===== src/rtl/gpio_block_packer_if.sv =====
// Handshake bundle for gpio_block_packer: session control, GPIO sampling and block stream.
// master = producer/consumer side (testbench or system), slave = the packer itself.
interface gpio_block_packer_if #(
    parameter int GPIO_W = 24
);
    logic              start;
    logic [GPIO_W-1:0] gpio_data;
    logic              gpio_strobe;
    logic [255:0]      blk_data;
    logic              blk_valid;
    logic              blk_ready;
    logic [3:0]        blk_idx;
    logic              blk_last;
    logic              busy;
    logic              done;
    logic              overflow;

    modport master (
        output start, gpio_data, gpio_strobe, blk_ready,
        input  blk_data, blk_valid, blk_idx, blk_last, busy, done, overflow
    );

    modport slave (
        input  start, gpio_data, gpio_strobe, blk_ready,
        output blk_data, blk_valid, blk_idx, blk_last, busy, done, overflow
    );
endinterface


===== src/rtl/gpio_block_packer.sv =====
// Packs 16-bit GPIO slices into 256-bit blocks (first slice in MSBs) and streams them via a small FIFO.
// Optional GPIO_PACK_SYNC_EN: 2-flop synchronizer plus rising-edge strobe detect on the GPIO inputs.
module gpio_block_packer #(
    parameter int GPIO_W     = 24,
    parameter int SLICE_LO   = 8,
    parameter int NUM_BLKS   = 10,
    parameter int FIFO_DEPTH = 2
) (
    input logic              clk,
    input logic              rst,
    gpio_block_packer_if.slave bus
);
    localparam int PTR_W = $clog2(FIFO_DEPTH);

    typedef enum logic [1:0] {IDLE, COLLECT, DRAIN, DONE} state_t;

    state_t         state;
    logic [3:0]     slice_cnt;
    logic [3:0]     blk_cnt;
    logic [255:0]   asm_reg;
    logic [255:0]   blk_next;
    logic [15:0]    slice;
    logic           cap;
    logic           busy_q;
    logic           done_q;
    logic           ovf_q;

    logic [255:0]   fifo_data [FIFO_DEPTH];
    logic [3:0]     fifo_idx  [FIFO_DEPTH];
    logic [PTR_W-1:0] wr_ptr;
    logic [PTR_W-1:0] rd_ptr;
    logic [PTR_W:0] count;
    logic           fifo_full;
    logic           head_valid;
    logic           push;
    logic           pop;
    logic           push_ok;

`ifdef GPIO_PACK_SYNC_EN
    logic [15:0] data_s1, data_s2, slice_r;
    logic        strobe_s1, strobe_s2, strobe_s3, cap_r;

    // Edge detect is registered so a capture lands three cycles after the strobe rises.
    always_ff @(posedge clk) begin
        if (rst) begin
            data_s1   <= '0;
            data_s2   <= '0;
            slice_r   <= '0;
            strobe_s1 <= 1'b0;
            strobe_s2 <= 1'b0;
            strobe_s3 <= 1'b0;
            cap_r     <= 1'b0;
        end else begin
            data_s1   <= bus.gpio_data[SLICE_LO +: 16];
            data_s2   <= data_s1;
            slice_r   <= data_s2;
            strobe_s1 <= bus.gpio_strobe;
            strobe_s2 <= strobe_s1;
            strobe_s3 <= strobe_s2;
            cap_r     <= strobe_s2 & ~strobe_s3;
        end
    end

    assign slice = slice_r;
    assign cap   = cap_r;
`else
    assign slice = bus.gpio_data[SLICE_LO +: 16];
    assign cap   = bus.gpio_strobe;
`endif

    // Assembly word including the slice arriving this cycle; slot 0 sits at bits [255:240].
    always_comb begin
        blk_next = asm_reg;
        blk_next[{~slice_cnt, 4'b0000} +: 16] = slice;
    end

    assign head_valid = (count != '0);
    assign fifo_full  = (count == (PTR_W+1)'(FIFO_DEPTH));
    assign pop        = head_valid & bus.blk_ready;
    assign push       = (state == COLLECT) && cap && (slice_cnt == 4'd15);
    assign push_ok    = push && (!fifo_full || pop);

    always_ff @(posedge clk) begin
        if (rst) begin
            state     <= IDLE;
            slice_cnt <= '0;
            blk_cnt   <= '0;
            asm_reg   <= '0;
            busy_q    <= 1'b0;
            done_q    <= 1'b0;
            ovf_q     <= 1'b0;
        end else begin
            done_q <= 1'b0;
            case (state)
                IDLE: begin
                    if (bus.start) begin
                        slice_cnt <= '0;
                        blk_cnt   <= '0;
                        asm_reg   <= '0;
                        ovf_q     <= 1'b0;
                        busy_q    <= 1'b1;
                        state     <= COLLECT;
                    end
                end
                COLLECT: begin
                    if (cap) begin
                        slice_cnt <= slice_cnt + 4'd1;
                        if (slice_cnt == 4'd15) begin
                            asm_reg <= '0;
                            if (push_ok) begin
                                blk_cnt <= blk_cnt + 4'd1;
                                if (blk_cnt == 4'(NUM_BLKS - 1))
                                    state <= DRAIN;
                            end else begin
                                ovf_q <= 1'b1;
                            end
                        end else begin
                            asm_reg <= blk_next;
                        end
                    end
                end
                DRAIN: begin
                    if (!head_valid) begin
                        busy_q <= 1'b0;
                        done_q <= 1'b1;
                        state  <= DONE;
                    end
                end
                DONE:    state <= IDLE;
                default: state <= IDLE;
            endcase
        end
    end

    always_ff @(posedge clk) begin
        if (push_ok) begin
            fifo_data[wr_ptr] <= blk_next;
            fifo_idx[wr_ptr]  <= blk_cnt;
        end
    end

    always_ff @(posedge clk) begin
        if (rst) begin
            wr_ptr <= '0;
            rd_ptr <= '0;
            count  <= '0;
        end else begin
            if (push_ok)
                wr_ptr <= wr_ptr + PTR_W'(1);
            if (pop)
                rd_ptr <= rd_ptr + PTR_W'(1);
            if (push_ok && !pop)
                count <= count + (PTR_W+1)'(1);
            else if (pop && !push_ok)
                count <= count - (PTR_W+1)'(1);
        end
    end

    assign bus.blk_valid = head_valid;
    assign bus.blk_data  = head_valid ? fifo_data[rd_ptr] : '0;
    assign bus.blk_idx   = head_valid ? fifo_idx[rd_ptr] : '0;
    assign bus.blk_last  = head_valid && (fifo_idx[rd_ptr] == 4'(NUM_BLKS - 1));
    assign bus.busy      = busy_q;
    assign bus.done      = done_q;
    assign bus.overflow  = ovf_q;
endmodule


===== src/flat_wrapper.sv =====
// flat-port wrapper written by rule: the top's interface ports become plain ports
module gpio_block_packer_flat 
#(
    parameter int GPIO_W     = 24,
    parameter int SLICE_LO   = 8,
    parameter int NUM_BLKS   = 10,
    parameter int FIFO_DEPTH = 2
)
  (clk, rst, bus_start, bus_gpio_data, bus_gpio_strobe, bus_blk_ready, bus_blk_data, bus_blk_valid, bus_blk_idx, bus_blk_last, bus_busy, bus_done, bus_overflow);
  gpio_block_packer_if #(.GPIO_W(GPIO_W)) bus_i ();
  input logic clk;
  input logic rst;
  input wire logic [$bits(bus_i.start)-1:0] bus_start;
  input wire logic [$bits(bus_i.gpio_data)-1:0] bus_gpio_data;
  input wire logic [$bits(bus_i.gpio_strobe)-1:0] bus_gpio_strobe;
  input wire logic [$bits(bus_i.blk_ready)-1:0] bus_blk_ready;
  output wire logic [$bits(bus_i.blk_data)-1:0] bus_blk_data;
  output wire logic [$bits(bus_i.blk_valid)-1:0] bus_blk_valid;
  output wire logic [$bits(bus_i.blk_idx)-1:0] bus_blk_idx;
  output wire logic [$bits(bus_i.blk_last)-1:0] bus_blk_last;
  output wire logic [$bits(bus_i.busy)-1:0] bus_busy;
  output wire logic [$bits(bus_i.done)-1:0] bus_done;
  output wire logic [$bits(bus_i.overflow)-1:0] bus_overflow;
  assign bus_i.start = bus_start;
  assign bus_i.gpio_data = bus_gpio_data;
  assign bus_i.gpio_strobe = bus_gpio_strobe;
  assign bus_i.blk_ready = bus_blk_ready;
  assign bus_blk_data = bus_i.blk_data;
  assign bus_blk_valid = bus_i.blk_valid;
  assign bus_blk_idx = bus_i.blk_idx;
  assign bus_blk_last = bus_i.blk_last;
  assign bus_busy = bus_i.busy;
  assign bus_done = bus_i.done;
  assign bus_overflow = bus_i.overflow;
  gpio_block_packer #(.GPIO_W(GPIO_W), .SLICE_LO(SLICE_LO), .NUM_BLKS(NUM_BLKS), .FIFO_DEPTH(FIFO_DEPTH)) u_core (.clk(clk), .rst(rst), .bus(bus_i));
endmodule

===== config.mk =====
export PLATFORM = sky130hd
export DESIGN_NAME = gpio_block_packer_flat
export DESIGN_NICKNAME = d
export VERILOG_FILES = /design/src/rtl/gpio_block_packer_if.sv /design/src/rtl/gpio_block_packer.sv /design/src/flat_wrapper.sv
export SDC_FILE = /design/constraint.sdc
export NUM_CORES = 1
export LEC_CHECK = 0
export CORE_MARGIN = 2
export CORE_UTILIZATION = 30
export CTS_CLUSTER_SIZE = 8
export DETAILED_ROUTE_END_ITERATION = 6
export MAX_ROUTING_LAYER = met4
export PLACE_DENSITY = 0.45
export SYNTH_ARGS = -nofsm -noshare
export SYNTH_HDL_FRONTEND = slang
export SYNTH_SLANG_ARGS = --single-unit

===== constraint.sdc =====
create_clock -name clk -period 40.8 [get_ports clk]
set_input_delay 4.08 -clock clk [delete_from_list [all_inputs] [get_ports clk]]
set_output_delay 4.08 -clock clk [all_outputs]
set_load 0.005 [all_outputs]

### Word-level counts from Yosys, hierarchy flattened

Memories as Yosys holds them, arrays and structs flattened. A register that Yosys moved wholly into a read port is not among the register bits.
Index checks and enable logic that the tools add are counted.

* flip-flop bits (word level): 273
* RAM bits: 520
* input port bits: 29
* output and inout port bits: 265
* logic and storage cells: 97
* memories: 2

Memories
* u_core.fifo_data: depth 2, bits a word 256, read ports 1, clocked after Yosys merged registers in 1, wr ports 1, line gpio_block_packer.sv:28 `logic [255:0] fifo_data [FIFO_DEPTH];`
* u_core.fifo_idx: depth 2, bits a word 4, read ports 1, clocked after Yosys merged registers in 1, wr ports 1, line gpio_block_packer.sv:29 `logic [3:0] fifo_idx [FIFO_DEPTH];`

* $add $sub $neg: 7
* eq/ne operators: 14
* shift operators: 2
* mux-type cells: 38
* bitwise operators: 3
* reduce and logical (&&, ||, !) cells: 21

Operator list (count)
* 2-to-1 mux 256 bit: 4
* one-hot mux 256 bit (2 select lines): 1
* bitwise mux 256 bit: 1
* variable shift 16 x 10 -> 256 bit (first input constant): 1
* variable part select 16 x 10 -> 256 bit: 1
* 2-to-1 mux 4 bit: 6
* 2-to-1 mux 2 bit: 8
* one-hot mux 4 bit (2 select lines): 2
* 2-to-1 mux 1 bit: 13
* equality test 4 bit (second input constant): 3
* inequality test 2 bit (second input constant): 6
* negation 8 -> 10 bit: 1
* AND reduction 5 bit: 2
* adder 4 x 1 -> 4 bit (second input constant): 2
* one-hot mux 2 bit (4 select lines): 1
* nonzero test 2 bit: 4
* equality test 2 bit (second input constant): 3
* logical AND 1 bit: 6
* AND reduction 3 bit: 2
* AND reduction 6 bit: 1
* inverter 4 bit: 1
* one-hot mux 1 bit (2 select lines): 2
* logical NOT 1 bit: 3
* adder 1 bit (second input constant): 2
* 9 further kinds: 9

### Logic depth before layout (Yosys ltp)

* word-level depth: 8
* gate-level depth with buffers: 10
* mapped depth without buffers: 8

### Least setup slack after synthesis

OpenSTA, ideal clock, no wires.

* path type: input to register
* start point: input bus_gpio_strobe
* end point: memory u_core.fifo_data[0][0], enable pin
* library setup time: 0.887 ns
* arrival time: 15.314 ns
* data required time: 39.913 ns
* slack: 24.599 ns
* stages on the path: 3
* path buffers: 0
* cells stage by stage: and4_1 nand3_1 nor2_1

* longest elaborated chain between the ends: 5

Ends and longest elaborated chain
* from (decl): line flat_wrapper.sv:15 `input wire logic [$bits(bus_i.gpio_strobe)-1:0] bus_gpio_strobe;`
* logical AND 1 bit (2 in series): line gpio_block_packer.sv:80 `assign push = (state == COLLECT) && cap && (slice_cnt == 4'd15);`
* logical AND 1 bit: line gpio_block_packer.sv:81 `assign push_ok = push && (!fifo_full || pop);`
* 2-to-1 mux 1 bit: line gpio_block_packer.sv:136 `if (push_ok) begin`
* 2-to-1 mux 1 bit (implied by the code): line gpio_block_packer.sv:137 `fifo_data[wr_ptr] <= blk_next;`
* to (decl): line gpio_block_packer.sv:28

Every way passes these cells.

==> impl_metrics.ini <==
[run_status]
status = finished, violations left
violations = design-rule violations

[synth]
synth_top_family_by_area = multiplexers
synth_area_per_cell_um2 = 13.8
synth_compound_area_share_pct = 9.98
yosys.area_share.adder_pct = 0.392
ys_seq_area_share_pct = 66.0
syn_nets = 2353
netlist_instances = 2314
synth_mux_area_share_pct = 13.8
synth_edf_count = 520
synth_xor_area_share_pct = 0.110
async_flop_share_pct = 0
ys_seq_elements = 794
ys_warn_count = 0
synth_area_um2 = 32000
synth-simple-area-share_pct = 7.39
ys.flop_type = edfxtp_1
synthDistinctLibCells = 63

[worst_setup_path]
r2r-end = u_core.fifo_data[0][162]
crit_arrival_ns = 3.65
r2r-start = u_core.slice_cnt[1]
startpoint_type = flop
crit_end = bus_blk_data[159]
rr_worst_depth = 6
cp.required_ns = 36.72
crit_type = reg -> out
rrSetupSlack_ns = 36.55
cp_max_fo = 49
endpoint_kind = primary output

[routing]
viasPerCell = 4.82
drt_first_pass_iters = 7
vias = 19700
final_antenna_net_count = 0
drt_wl_total_mm = 90.9
drtIter0Drc = 1149
drc = 32
routedWlPerCell_um = 22.3

[floorplanning]
core_um2 = 105000
die_h_um = 330
initial_core_util_pct = 30.3
floorplan.rows = 119
die-area_um2 = 109000
dieWidth_um = 330
pin_count = 294

[timing]
setup_viol = 0
hold_viol_final = 0
slew_viol_final = 0
slew-limit-headroom_pct = 24.4
period_share_pct = 18.9
setup_tns_ns = 0
holdWs_ns = 0.453
max_clock_freq_mhz = 129
worst_clock_skew_ns = 0.0186
rsz0062_at_grt = false
period_minus_slack_ns = 7.73
tightest_slew_ns = 1.13

[global_route]
track_usage_pct = 16.8
gr-total-overflow = 0
antenna_found_initial = 11
grt_pass1_wl_mm = 132
grt_pass1_vias = 20000
grt_max_degree = 203

[clock_network]
cts_resized = 0
ctsRootBufferMaster = clkbuf_16
postCtsSetupRepairBufs = 0
hold_buffers = 0
clk_latency_ns = 0.67
cts_buffers = 109
htree_levels = 3
cts.path.max_buffers = 3
clkSlewWorstSetupHoldPaths_ns = 0.05
clock-sinks = 794
cts_tree = yes

[pwr]
p_seq_share_pct = 46.9
p_int_mw = 1.39
p_sw_uw = 436
power_density_nw_per_um2 = 46.4
vdd_drop_max_v = 0.0000336
power.leakage_nw = 13.1
p_clk_share_pct = 46.3
combPwrFrac_pct = 6.8
total_power_mw = 1.83
swShare_pct = 23.9

[placement]
globalplace.congestion = 0.791
io_buffers = 285
dp_hpwl_mm = 56.7
dp_cells = 3873
placed_area_um2 = 36200

[finish]
final_area_um2 = 39400
largest_register_ffs = 512
final_net_count = 2632
fin_cells = 4082
areaGrowthSynthToFinish_pct = 23.3
final_common_cell = edfxtp_1
layout_common_cells = edfxtp_1 (520), nor2_1 (294), clkdlybuf4s50_1 (283)
num-fill-cells = 10000
drive_gt1_share_pct = 13.4

[worst_hold_path]
holdCritPathClass = reg -> reg

[flow_run]
drv_cap = 0
## cell families after synthesis
family                     count (synthesis)
xor gates and xnor gates                   4
muxes                                    421
adders and majority gates                 10
and+or+nand+nor                          529
DFF                                      794
AOI/OAI and AO/OA                        391
buffers and inverters                    165
## cells in the mapped netlist, types with 8 or more instances
master	count	area (um^2)
edfxtp_1	520	15600
nor2_1	297	1110
dfxtp_1	274	5490
mux2i_1	261	2610
a22o_1	208	1820
mux2_2	160	1800
nand2_1	112	420
clkbuf_1	83	312
o21ai_0	70	350
o2bb2ai_1	64	561
and2_1	50	313
buf_2	49	245
a21o_1	13	97.6
a21oi_1	12	60.1
nor2_2	11	68.8
buf_4	10	75.1
ha_1	10	125
inv_1	10	37.5
buf_1	9	33.8
nand2b_1	8	50.1
## metrics by stage
step / util (%) / worst slack [ns]
after detailed placement: 34.3 / 32.93
after global placement: 34.3 / 32.96
final: 37.4 / 33.07
after floorplan: - / 24.60
after CTS: 37.4 / 32.94
after global routing: 37.4 / 32.86
## power by group through the flow
stage          Clock (mW)  Combinational, mW  Sequential, mW
2_1_floorplan           0             0.0779           0.870
3_3_place_gp            0              0.125           0.871
3_5_place_dp            0              0.127           0.871
4_1_cts             0.873              0.127           0.855
5_1_grt             0.905              0.136           0.855
6_report            0.845              0.125           0.856
## layer usage
| metal | GRT usage (%) | up-vias | part of all wire, % |
|---|---|---|---|
| met5 | - | - | 0 |
| met4 | 4.72 | 0 | 2.0 |
| li1 | - | 9212 | - |
| met3 | 2.57 | 100 | 5.0 |
| met2 | 26.6 | 458 | 47 |
| met1 | 22.4 | 9907 | 46 |
## final cells by class
type | count | area, um^2 | share of cell area, %
flip-flops and latches | 794 | 21100 | 53.6
repair buffers | 322 | 3150 | 7.99
clock inverters | 5 | 47.5 | 0.121
multi-input cells | 1355 | 10200 | 25.8
clock buffers | 201 | 3150 | 7.99
inverters | 11 | 41.3 | 0.105
well taps | 1391 | 1740 | 4.42
diodes | 3 | 7.51 | 0.0191
## how the worst min path moves through the flow
| stage | startpoint | endpoint | cells after the start |
|---|---|---|---|
| final | u_core.asm_reg[13] | u_core.asm_reg[13] | 1 |
| after global routing | u_core.asm_reg[8] | u_core.asm_reg[8] | 1 |
| after CTS | u_core.asm_reg[12] | u_core.asm_reg[12] | 1 |
| after detailed placement | u_core.asm_reg[12] | u_core.asm_reg[12] | 1 |
| after global placement | u_core.asm_reg[0] | u_core.asm_reg[0] | 1 |
| after floorplan | u_core.asm_reg[0] | u_core.asm_reg[0] | 1 |
## critical path, cell delays in order, from the launching register on
cell	delay, ns
dfxtp_4	0.99
buf_4	0.84
mux2i_1	0.19
nor2_1	0.34
clkdlybuf4s50_1	0.59
No activity file was read; power rests on OpenSTA's default activity.
